**config.mk**
```make
export PLATFORM = sky130hd
export DESIGN_NAME = uart_tx_arbiter
export DESIGN_NICKNAME = d
export VERILOG_FILES = /design/src/rtl/uart_arb_pkg.sv /design/src/rtl/uart_tx_arbiter_rr_pick.sv /design/src/rtl/uart_tx_arbiter.sv
export SDC_FILE = /design/constraint.sdc
export NUM_CORES = 1
export LEC_CHECK = 0
export ABC_AREA = 0
export CAP_MARGIN = 5
export CORE_MARGIN = 5
export CORE_UTILIZATION = 55
export DETAILED_ROUTE_END_ITERATION = 8
export HOLD_SLACK_MARGIN = 0.08
export PLACE_DENSITY = 0.86
export SYNTH_ARGS = -nofsm -noshare
export SYNTH_HDL_FRONTEND = slang
export SYNTH_SLANG_ARGS = --single-unit
```
**constraint.sdc**
```tcl
create_clock -name clk -period 5.1 [get_ports clk]
set_input_delay 0.765 -clock clk [delete_from_list [all_inputs] [get_ports clk]]
set_output_delay 0.765 -clock clk [all_outputs]
set_load 0.01 [all_outputs]
```
**src/rtl/uart_arb_pkg.sv**
```systemverilog
// Shared state encoding and counter widths for the UART transmit arbiter.
package uart_arb_pkg;

  localparam logic [0:0] ST_IDLE  = 1'b0;
  localparam logic [0:0] ST_XFER  = 1'b1;

  localparam int BEAT_W   = 8;
  localparam int IDLE_W   = 16;
  localparam int NREQ_MAX = 8;

  typedef logic [BEAT_W-1:0] beat_cnt_t;
  typedef logic [IDLE_W-1:0] idle_cnt_t;

endpackage

```
**src/rtl/uart_tx_arbiter_rr_pick.sv**
```systemverilog
// Combinational round-robin picker: first set request searching upward from
// ptr_s+1, wrapping modulo NREQ.
module rr_pick
  import uart_arb_pkg::*;
#(
  parameter int NREQ = 4,
  localparam int PW = $clog2(NREQ)
) (
  input  logic [NREQ-1:0] req_s,
  input  logic [PW-1:0]   ptr_s,
  output logic [NREQ-1:0] win_s,
  output logic [PW-1:0]   win_idx_s,
  output logic            any_s
);

  logic          hit_s;
  logic [PW-1:0] cand_s;

  // Rotating priority search starting just past the previous winner.
  always_comb begin
    win_s     = '0;
    win_idx_s = '0;
    hit_s     = 1'b0;
    cand_s    = '0;
    for (int i = 1; i <= NREQ; i++) begin
      cand_s = PW'((int'(ptr_s) + i) % NREQ);
      if (!hit_s && req_s[cand_s]) begin
        hit_s          = 1'b1;
        win_s[cand_s]  = 1'b1;
        win_idx_s      = cand_s;
      end else begin
        hit_s = hit_s;
      end
    end
  end

  assign any_s = |req_s;

endmodule

```
**src/rtl/uart_tx_arbiter.sv**
```systemverilog
// Round-robin arbiter sharing one UART transmit byte stream among NREQ
// message-oriented requesters, with burst limit and stall timeout release.
module uart_tx_arbiter
  import uart_arb_pkg::*;
#(
  parameter int NREQ     = 4,
  parameter int MAXBURST = 16,
  parameter int TIMEOUT  = 1023
) (
  input  logic              clk,
  input  logic              rst_n,
  input  logic [8*NREQ-1:0] req_tdata,
  input  logic [NREQ-1:0]   req_tvalid,
  input  logic [NREQ-1:0]   req_tlast,
  output logic [NREQ-1:0]   req_tready,
  output logic [7:0]        tx_tdata,
  output logic              tx_tvalid,
  input  logic              tx_tready,
  output logic [NREQ-1:0]   grant,
  output logic              busy,
  output logic              timeout_evt
);

  localparam int        PW       = $clog2(NREQ);
  localparam beat_cnt_t BEAT_ONE = BEAT_W'(1);
  localparam beat_cnt_t BEAT_MAX = BEAT_W'(MAXBURST);
  localparam idle_cnt_t IDLE_ONE = IDLE_W'(1);
  localparam idle_cnt_t IDLE_MAX = IDLE_W'(TIMEOUT);

  logic [0:0]      state_r, state_nx_s;
  logic [NREQ-1:0] grant_r, grant_nx_s;
  logic [PW-1:0]   ptr_r, ptr_nx_s;
  beat_cnt_t       beat_cnt_r, beat_nx_s, beat_inc_s;
  idle_cnt_t       idle_cnt_r, idle_nx_s, idle_inc_s;
  logic [7:0]      tx_data_r, tx_data_nx_s;
  logic            tx_valid_r, tx_valid_nx_s;
  logic            busy_r, busy_nx_s;
  logic            tevt_r, tevt_nx_s;

  logic [NREQ-1:0] pick_win_s;
  logic [PW-1:0]   pick_idx_s;
  logic            pick_any_s;

  logic            slot_free_s;
  logic            own_valid_s;
  logic            own_last_s;
  logic [7:0]      own_data_s;
  logic            accept_s;

  rr_pick #(.NREQ(NREQ)) u_pick (
    .req_s     (req_tvalid),
    .ptr_s     (ptr_r),
    .win_s     (pick_win_s),
    .win_idx_s (pick_idx_s),
    .any_s     (pick_any_s)
  );

  // The pointer always holds the current owner's index while in XFER.
  assign slot_free_s = ~tx_valid_r | tx_tready;
  assign own_valid_s = req_tvalid[ptr_r];
  assign own_last_s  = req_tlast[ptr_r];
  assign own_data_s  = req_tdata[{ptr_r, 3'b000} +: 8];
  assign accept_s    = (state_r == ST_XFER) & own_valid_s & slot_free_s;
  assign beat_inc_s  = beat_cnt_r + BEAT_ONE;
  assign idle_inc_s  = idle_cnt_r + IDLE_ONE;

  // Only the owner sees ready, and only while the output slot can take a byte.
  always_comb begin
    req_tready = '0;
    if (state_r == ST_XFER) begin
      req_tready = grant_r & {NREQ{slot_free_s}};
    end else begin
      req_tready = '0;
    end
  end

  // Grant FSM: arbitration, burst/tlast release and stall timeout.
  always_comb begin
    state_nx_s = state_r;
    grant_nx_s = grant_r;
    ptr_nx_s   = ptr_r;
    beat_nx_s  = beat_cnt_r;
    idle_nx_s  = idle_cnt_r;
    tevt_nx_s  = 1'b0;
    case (state_r)
      ST_IDLE: begin
        grant_nx_s = '0;
        if (pick_any_s) begin
          state_nx_s = ST_XFER;
          grant_nx_s = pick_win_s;
          ptr_nx_s   = pick_idx_s;
          beat_nx_s  = '0;
          idle_nx_s  = '0;
        end else begin
          state_nx_s = ST_IDLE;
        end
      end
      ST_XFER: begin
        if (accept_s) begin
          beat_nx_s = beat_inc_s;
          idle_nx_s = '0;
          if (own_last_s || (beat_inc_s == BEAT_MAX)) begin
            state_nx_s = ST_IDLE;
            grant_nx_s = '0;
          end else begin
            state_nx_s = ST_XFER;
          end
        end else if (own_valid_s) begin
          // Stalled by the transmitter, not by the requester.
          idle_nx_s = '0;
        end else begin
          idle_nx_s = idle_inc_s;
          if (idle_inc_s == IDLE_MAX) begin
            state_nx_s = ST_IDLE;
            grant_nx_s = '0;
            tevt_nx_s  = 1'b1;
          end else begin
            state_nx_s = ST_XFER;
          end
        end
      end
      default: begin
        state_nx_s = ST_IDLE;
        grant_nx_s = '0;
      end
    endcase
  end

  // Output register: load on accept, drain when the transmitter takes it.
  always_comb begin
    tx_data_nx_s  = tx_data_r;
    tx_valid_nx_s = tx_valid_r;
    if (accept_s) begin
      tx_data_nx_s  = own_data_s;
      tx_valid_nx_s = 1'b1;
    end else if (tx_tready) begin
      tx_valid_nx_s = 1'b0;
    end else begin
      tx_valid_nx_s = tx_valid_r;
    end
    busy_nx_s = (state_nx_s == ST_XFER) | tx_valid_nx_s;
  end

  // State and output registers.
  always_ff @(posedge clk or negedge rst_n) begin
    if (!rst_n) begin
      state_r    <= ST_IDLE;
      grant_r    <= '0;
      ptr_r      <= PW'(NREQ - 1);
      beat_cnt_r <= '0;
      idle_cnt_r <= '0;
      tx_data_r  <= 8'h00;
      tx_valid_r <= 1'b0;
      busy_r     <= 1'b0;
      tevt_r     <= 1'b0;
    end else begin
      state_r    <= state_nx_s;
      grant_r    <= grant_nx_s;
      ptr_r      <= ptr_nx_s;
      beat_cnt_r <= beat_nx_s;
      idle_cnt_r <= idle_nx_s;
      tx_data_r  <= tx_data_nx_s;
      tx_valid_r <= tx_valid_nx_s;
      busy_r     <= busy_nx_s;
      tevt_r     <= tevt_nx_s;
    end
  end

  assign tx_tdata    = tx_data_r;
  assign tx_tvalid   = tx_valid_r;
  assign grant       = grant_r;
  assign busy        = busy_r;
  assign timeout_evt = tevt_r;

endmodule
```
### Word level (Yosys, flattened, before mapping)

Cells that the tools add are included.

| storage, ports and cells | value |
|---|---|
| flip-flop bits (word level) | 42 |
| output and inout bits | 19 |

| operators by class | value |
|---|---|
| $add $sub $neg | 6 |
| magnitude comparators | 9 |
| eq/ne operators | 7 |
| shifts and indexed selects | 1 |
| muxes and demuxes | 57 |
| bitwise gates (word level) | 10 |
| reduce and logical (&&, ||, !) cells | 15 |

Operators with widths:

| kind | count |
|---|---|
| $mux 16 | 3 |
| $mux 4 | 10 |
| $pmux 16 s2 | 1 |
| $shiftx 32x6->8 | 1 |
| $mux 1 | 24 |
| $add 16x1->16 const B | 1 |
| $eq 16x10->1 const B | 1 |
| $mux 8 | 2 |
| $pmux 8 s2 | 1 |
| $lt 2x3->1 const B | 5 |
| $bmux 1 s2 | 6 |
| $or 4x4->4 | 3 |
| $add 8x1->8 const B | 1 |
| $demux 1 s2 | 4 |
| $eq 8x5->1 const B | 1 |
| $ge 2x1->1 const B | 4 |
| $mux 2 | 4 |
| $pmux 4 s2 | 1 |
| $logic_and 1x1->1 | 7 |
| $ne 3x2->1 const B | 2 |
| $add 2x1->2 const B | 2 |
| $add 2x2->2 const B | 2 |
| $and 4x4->4 | 1 |
| $reduce_and 2->1 | 2 |
| other kinds (11) | 16 |

### Longest topological paths before layout

| logic depth | value |
|---|---|
| depth in word-level cells | 15 |
| mapped depth | 11 |

### Modules after synthesis

From an unflattened synthesis, not the netlist that was laid out.

| second synthesis, totals | value |
|---|---|
| cell total of the unflattened synthesis | 310 |
| area total of the unflattened synthesis | 2979.1 µm² |

Modules (own cells, without submodules):

| module | times used | cells each | area each (µm²) |
|---|---|---|---|
| uart_tx_arbiter | 1 | 240 | 2438.6 |
| rr_pick | 1 | 70 | 540.5 |

### Worst setup path before layout

No wires, ideal clock.

| timing | value |
|---|---|
| path type | register to register |
| from | register ptr_r[1] |
| to | register grant_r[0], in the netlist grant[0] |
| library setup time | 0.126 ns |
| arrival time | 2.559 ns |
| path slack | 2.415 ns |
| cell stages (with the launch flop) | 12 |
| clock period less this slack | 2.685 ns |
| cells stage by stage | dfstp_2 > buf_2 > buf_1 > inv_1 > ha_1 > mux4_2 > buf_6 > nand2_1 > o21ai_1 > a22o_1 > a221oi_1 > nand2_1 |

| between the ends | value |
|---|---|
| longest elaborated chain between the ends | 15 |
| elaborated cells between the ends (all ways) | 62 |

Ends and longest elaborated chain:

| what | RTL line | text |
|---|---|---|
| from (decl) | uart_tx_arbiter.sv:32 | `logic [PW-1:0] ptr_r, ptr_nx_s;` |
| from (signal assigned) | uart_tx_arbiter.sv:149 | `ptr_r <= PW'(NREQ - 1);` |
| from (signal assigned) | uart_tx_arbiter.sv:159 | `ptr_r <= ptr_nx_s;` |
| branches (longest 15 deep; another with $lt 2x3->1) | - |  |
| to (signal assigned) | uart_tx_arbiter.sv:158 | `grant_r <= grant_nx_s;` |
| to (decl) | uart_tx_arbiter.sv:31 | `logic [NREQ-1:0] grant_r, grant_nx_s;` |

Several ways; the timed one is not identified. The select of a mux whose other input is x is not followed.
A chain may end at the register's enable or synchronous reset.

### Worst setup path in the final report

| timing | value |
|---|---|
| from | input tx_tready |
| to | output req_tready[3] |

| between the ends | value |
|---|---|
| longest elaborated chain between the ends | 3 |

Ends and longest elaborated chain:

| what | RTL line | text |
|---|---|---|
| from (decl) | uart_tx_arbiter.sv:18 | `input logic tx_tready,` |
| $or 1x1->1 | uart_tx_arbiter.sv:59 | `assign slot_free_s = ~tx_valid_r \| tx_tready;` |
| $and 4x4->4 | uart_tx_arbiter.sv:71 | `req_tready = grant_r & {NREQ{slot_free_s}};` |
| $mux 4 | uart_tx_arbiter.sv:70 | `if (state_r == ST_XFER) begin` |
| to (decl) | uart_tx_arbiter.sv:15 | `output logic [NREQ-1:0] req_tready,` |

Every way passes these cells.

==> run metrics <==
diode count 0; CP Launch Point tx_tready; CTS Buffer Depth 2; Max Freq 313.9 MHz; placed insts 416; Fin. Hold Viols 0; antenna violations before repair 0; # fillers 399; main combinational cell family by area after synthesis simple AND/OR/NAND/NOR gates; CTS tree yes; Area growth syn-to-layout 22.81%; H-tree levels 2; Power Dens Cells roughly 450 nW/um^2; HPWL Detailed 5.204 mm; FF/Latch Area 1054 um^2; core area between 5000 and 6000 um^2; Final period util 62.47%; CP Launch Type primary input; Synth Area per Inst between 9 and 10 um^2; Root Driver clkbuf_8; r2r setup slk 2030 ps; TritonCTS Buffers 5; CP Capture Type output pin; Final Util 69.92%; GRT Util Overall 22.15%; FF+latch count, synth 42; Maximum Capacitance Violations 0; Post-CTS Setup Bufs 0; CP required between 4000 and 5000 ps; # rows 26; die area 6841 um^2; total congestion overflow 0; DRC 0; Seq/Total Area, Yosys 36.23%; final total power 1.616 mW; worst setup path end req_tready[3]; Final min period 3186 ps; Antenna Nets Post-Route 0; Post-Layout Cell Count 424; Slew @ Worst Pin 1154 ps; share of cells above drive strength 1 under 10%; Post-DP Area 3491 um^2; compound-gate portion of the synthesized area 18.24%; Peak VDD IR 0.3628 mV; NumNets Final 407; Slew headroom 22.88%; Initial Util a little under three fifths; Vias 2557; clock slew at reported path FFs 70 ps; worst reg2reg path endpoint grant[2]; latest clock arrival within the worst-skew pair 290 ps; unrepaired setup endpoints after global routing false; worst slack at placement 1942 ps; hold_buf cts 0; design area between 3000 and 4000 um^2; syn nets ~360; Die Wd 82.71 um; multi-input combinational cell area 1714 um^2; outcome completed; Top-Level Pins 62; Slew Limit Fails 0; drt initial violations about 130; Synth Area in Simple Gates 20.83%; final setup vio count 0; Synth warnings 0; xor and xnor area share after synthesis 1.205%; reg2reg path depth 8; # port buffers 61; number of synthesized flops with an enable pin 0; Synth Flop Type dfrtp_1; Crit Path Class in -> out; Avg WL per Cell 16.43 um; Lkg Pwr 1.407 nW; Data arrival, critical path 2420 ps; GP Congestion 0.8379; Netlist Area Pre-Place 2908 um^2; final clock skew 6.296 ps; DIE HEIGHT 82.71 um; Synth Instances 303; Routed WL 6.968 mm; worst hold-check path type reg -> reg; Netlist cell types 52; first-pass GRT wire length 11.76 mm; largest net degree at the start of global routing 43; vias in the first global route 2588; crit-path max FO 11; Hold Slack 494.8 ps; Pre-antenna DRT Iters 4; RR Startpoint ptr_r[0]; post-synthesis mux area share 13.94%; vias per inst 6.031; Setup TNS 0 ps; final setup margin 1914 ps; Post-synth ARST share 100.0%; post_cts resized 0; total clock sinks 42; Post-Synth Adder-Cell Area roughly 4.7%
Yosys cell counts (2+ instances only):
cell type	instances	area, um^2
mux2_1	8	90.09
nor2_1	16	60.06
buf_1	3	11.26
and3_1	9	56.30
and2_1	5	31.28
mux2_2	2	22.52
dfstp_2	2	52.55
xor2_1	2	17.52
a31oi_1	4	25.02
nand4_1	11	68.82
mux4_2	13	292.8
buf_6	4	45.04
ha_1	11	137.6
nor2b_1	5	31.28
o21ai_1	38	190.2
buf_2	7	35.03
nand3_1	11	55.05
and4_1	2	17.52
o21ai_0	2	10.01
xnor2_1	2	17.52
a221oi_1	5	43.79
a22o_1	4	35.03
o31ai_1	8	60.06
nand2_1	34	127.6
dfrtp_1	40	1001
inv_1	8	30.03
a21oi_1	5	25.02
clkbuf_1	3	11.26
nor3_1	5	25.02
nand2b_1	6	37.54
o2111ai_1	4	35.03
nor4_1	3	18.77
a21o_1	2	15.01
registers in the layout, summed over array words and instances, names as in the netlist:
register and flops:
beat_cnt_r 8, ptr_r 2, tx_tdata 8, idle_cnt_r 16, grant 4, state_r 1, tx_tvalid 1, busy 1
timeout_evt 1
critical path, stage by stage:
cell             delay [ps]
clkdlybuf4s50_1         490
nand2b_1                390
and3_1                  220
clkdlybuf4s50_1         550
layer usage:
metal / wire length, um / track usage (%)
met5: 0 / 0
met2: 3474 / 39.34
met1: 2933 / 26.67
met3: 445 / 5.315
met4: 115 / 6.209
cells by family (layout without fill, tap and decap cells):
family | after synthesis | after routing
XOR/XNOR | 4 | 4
buffers and inverters | 26 | 77
adder cells (fa/ha/maj) | 11 | 11
multiplexers | 23 | 23
AO/OA/AOI/OAI | 81 | 81
flip-flops | 42 | 42
AND/OR/NAND/NOR | 116 | 116
worst min path at each step:
stage	start	end	slack, ps	cells past startpoint
finish	tx_tdata[5]	tx_tdata[5]	490	1
global route	tx_tdata[3]	tx_tdata[3]	520	1
CTS	tx_tdata[5]	tx_tdata[5]	500	1
detailed placement	tx_tdata[5]	tx_tdata[5]	480	1
global placement	tx_tdata[0]	tx_tdata[0]	470	1
floorplan	idle_cnt_r[15]	idle_cnt_r[15]	460	2
cells in the final DEF (no fill, tap or decap), drive strengths merged, types with 2 or more instances in the layout:
cell type | Yosys | layout
clkdlybuf4s50 | 0 | 60
dfrtp | 40 | 40
o21ai | 40 | 40
nand2 | 35 | 35
nor2 | 17 | 17
mux4 | 13 | 13
nand3 | 13 | 13
nand4 | 11 | 11
ha | 11 | 11
mux2 | 10 | 10
and3 | 9 | 9
inv | 8 | 8
o31ai | 8 | 8
clkbuf | 3 | 8
nand2b | 6 | 6
a21oi | 6 | 6
nor2b | 5 | 5
and2 | 5 | 5
nor3 | 5 | 5
a221oi | 5 | 5
a31oi | 4 | 4
o2111ai | 4 | 4
a22o | 4 | 4
nor4 | 3 | 3
xnor2 | 2 | 2
and4 | 2 | 2
a21o | 2 | 2
xor2 | 2 | 2
dfstp | 2 | 2
or2 | 2 | 2
cell type report:
cell class	instances	area share, %
Sequential cell	42	29.50
Clock buffer	8	2.242
Timing Repair Buffer	61	16.96
Multi-Input combinational cell	235	48.00
Tap cell	70	2.453
Inverter	8	0.8409
report_power, final:
part	internal, mW	total, mW	leakage, nW	switching (mW)
sequential	0.423	0.562	0.544	0.139
clock	0.0974	0.206	0.0395	0.109
combinational	0.420	0.848	0.823	0.428
Power figures use the tool's default switching activity.
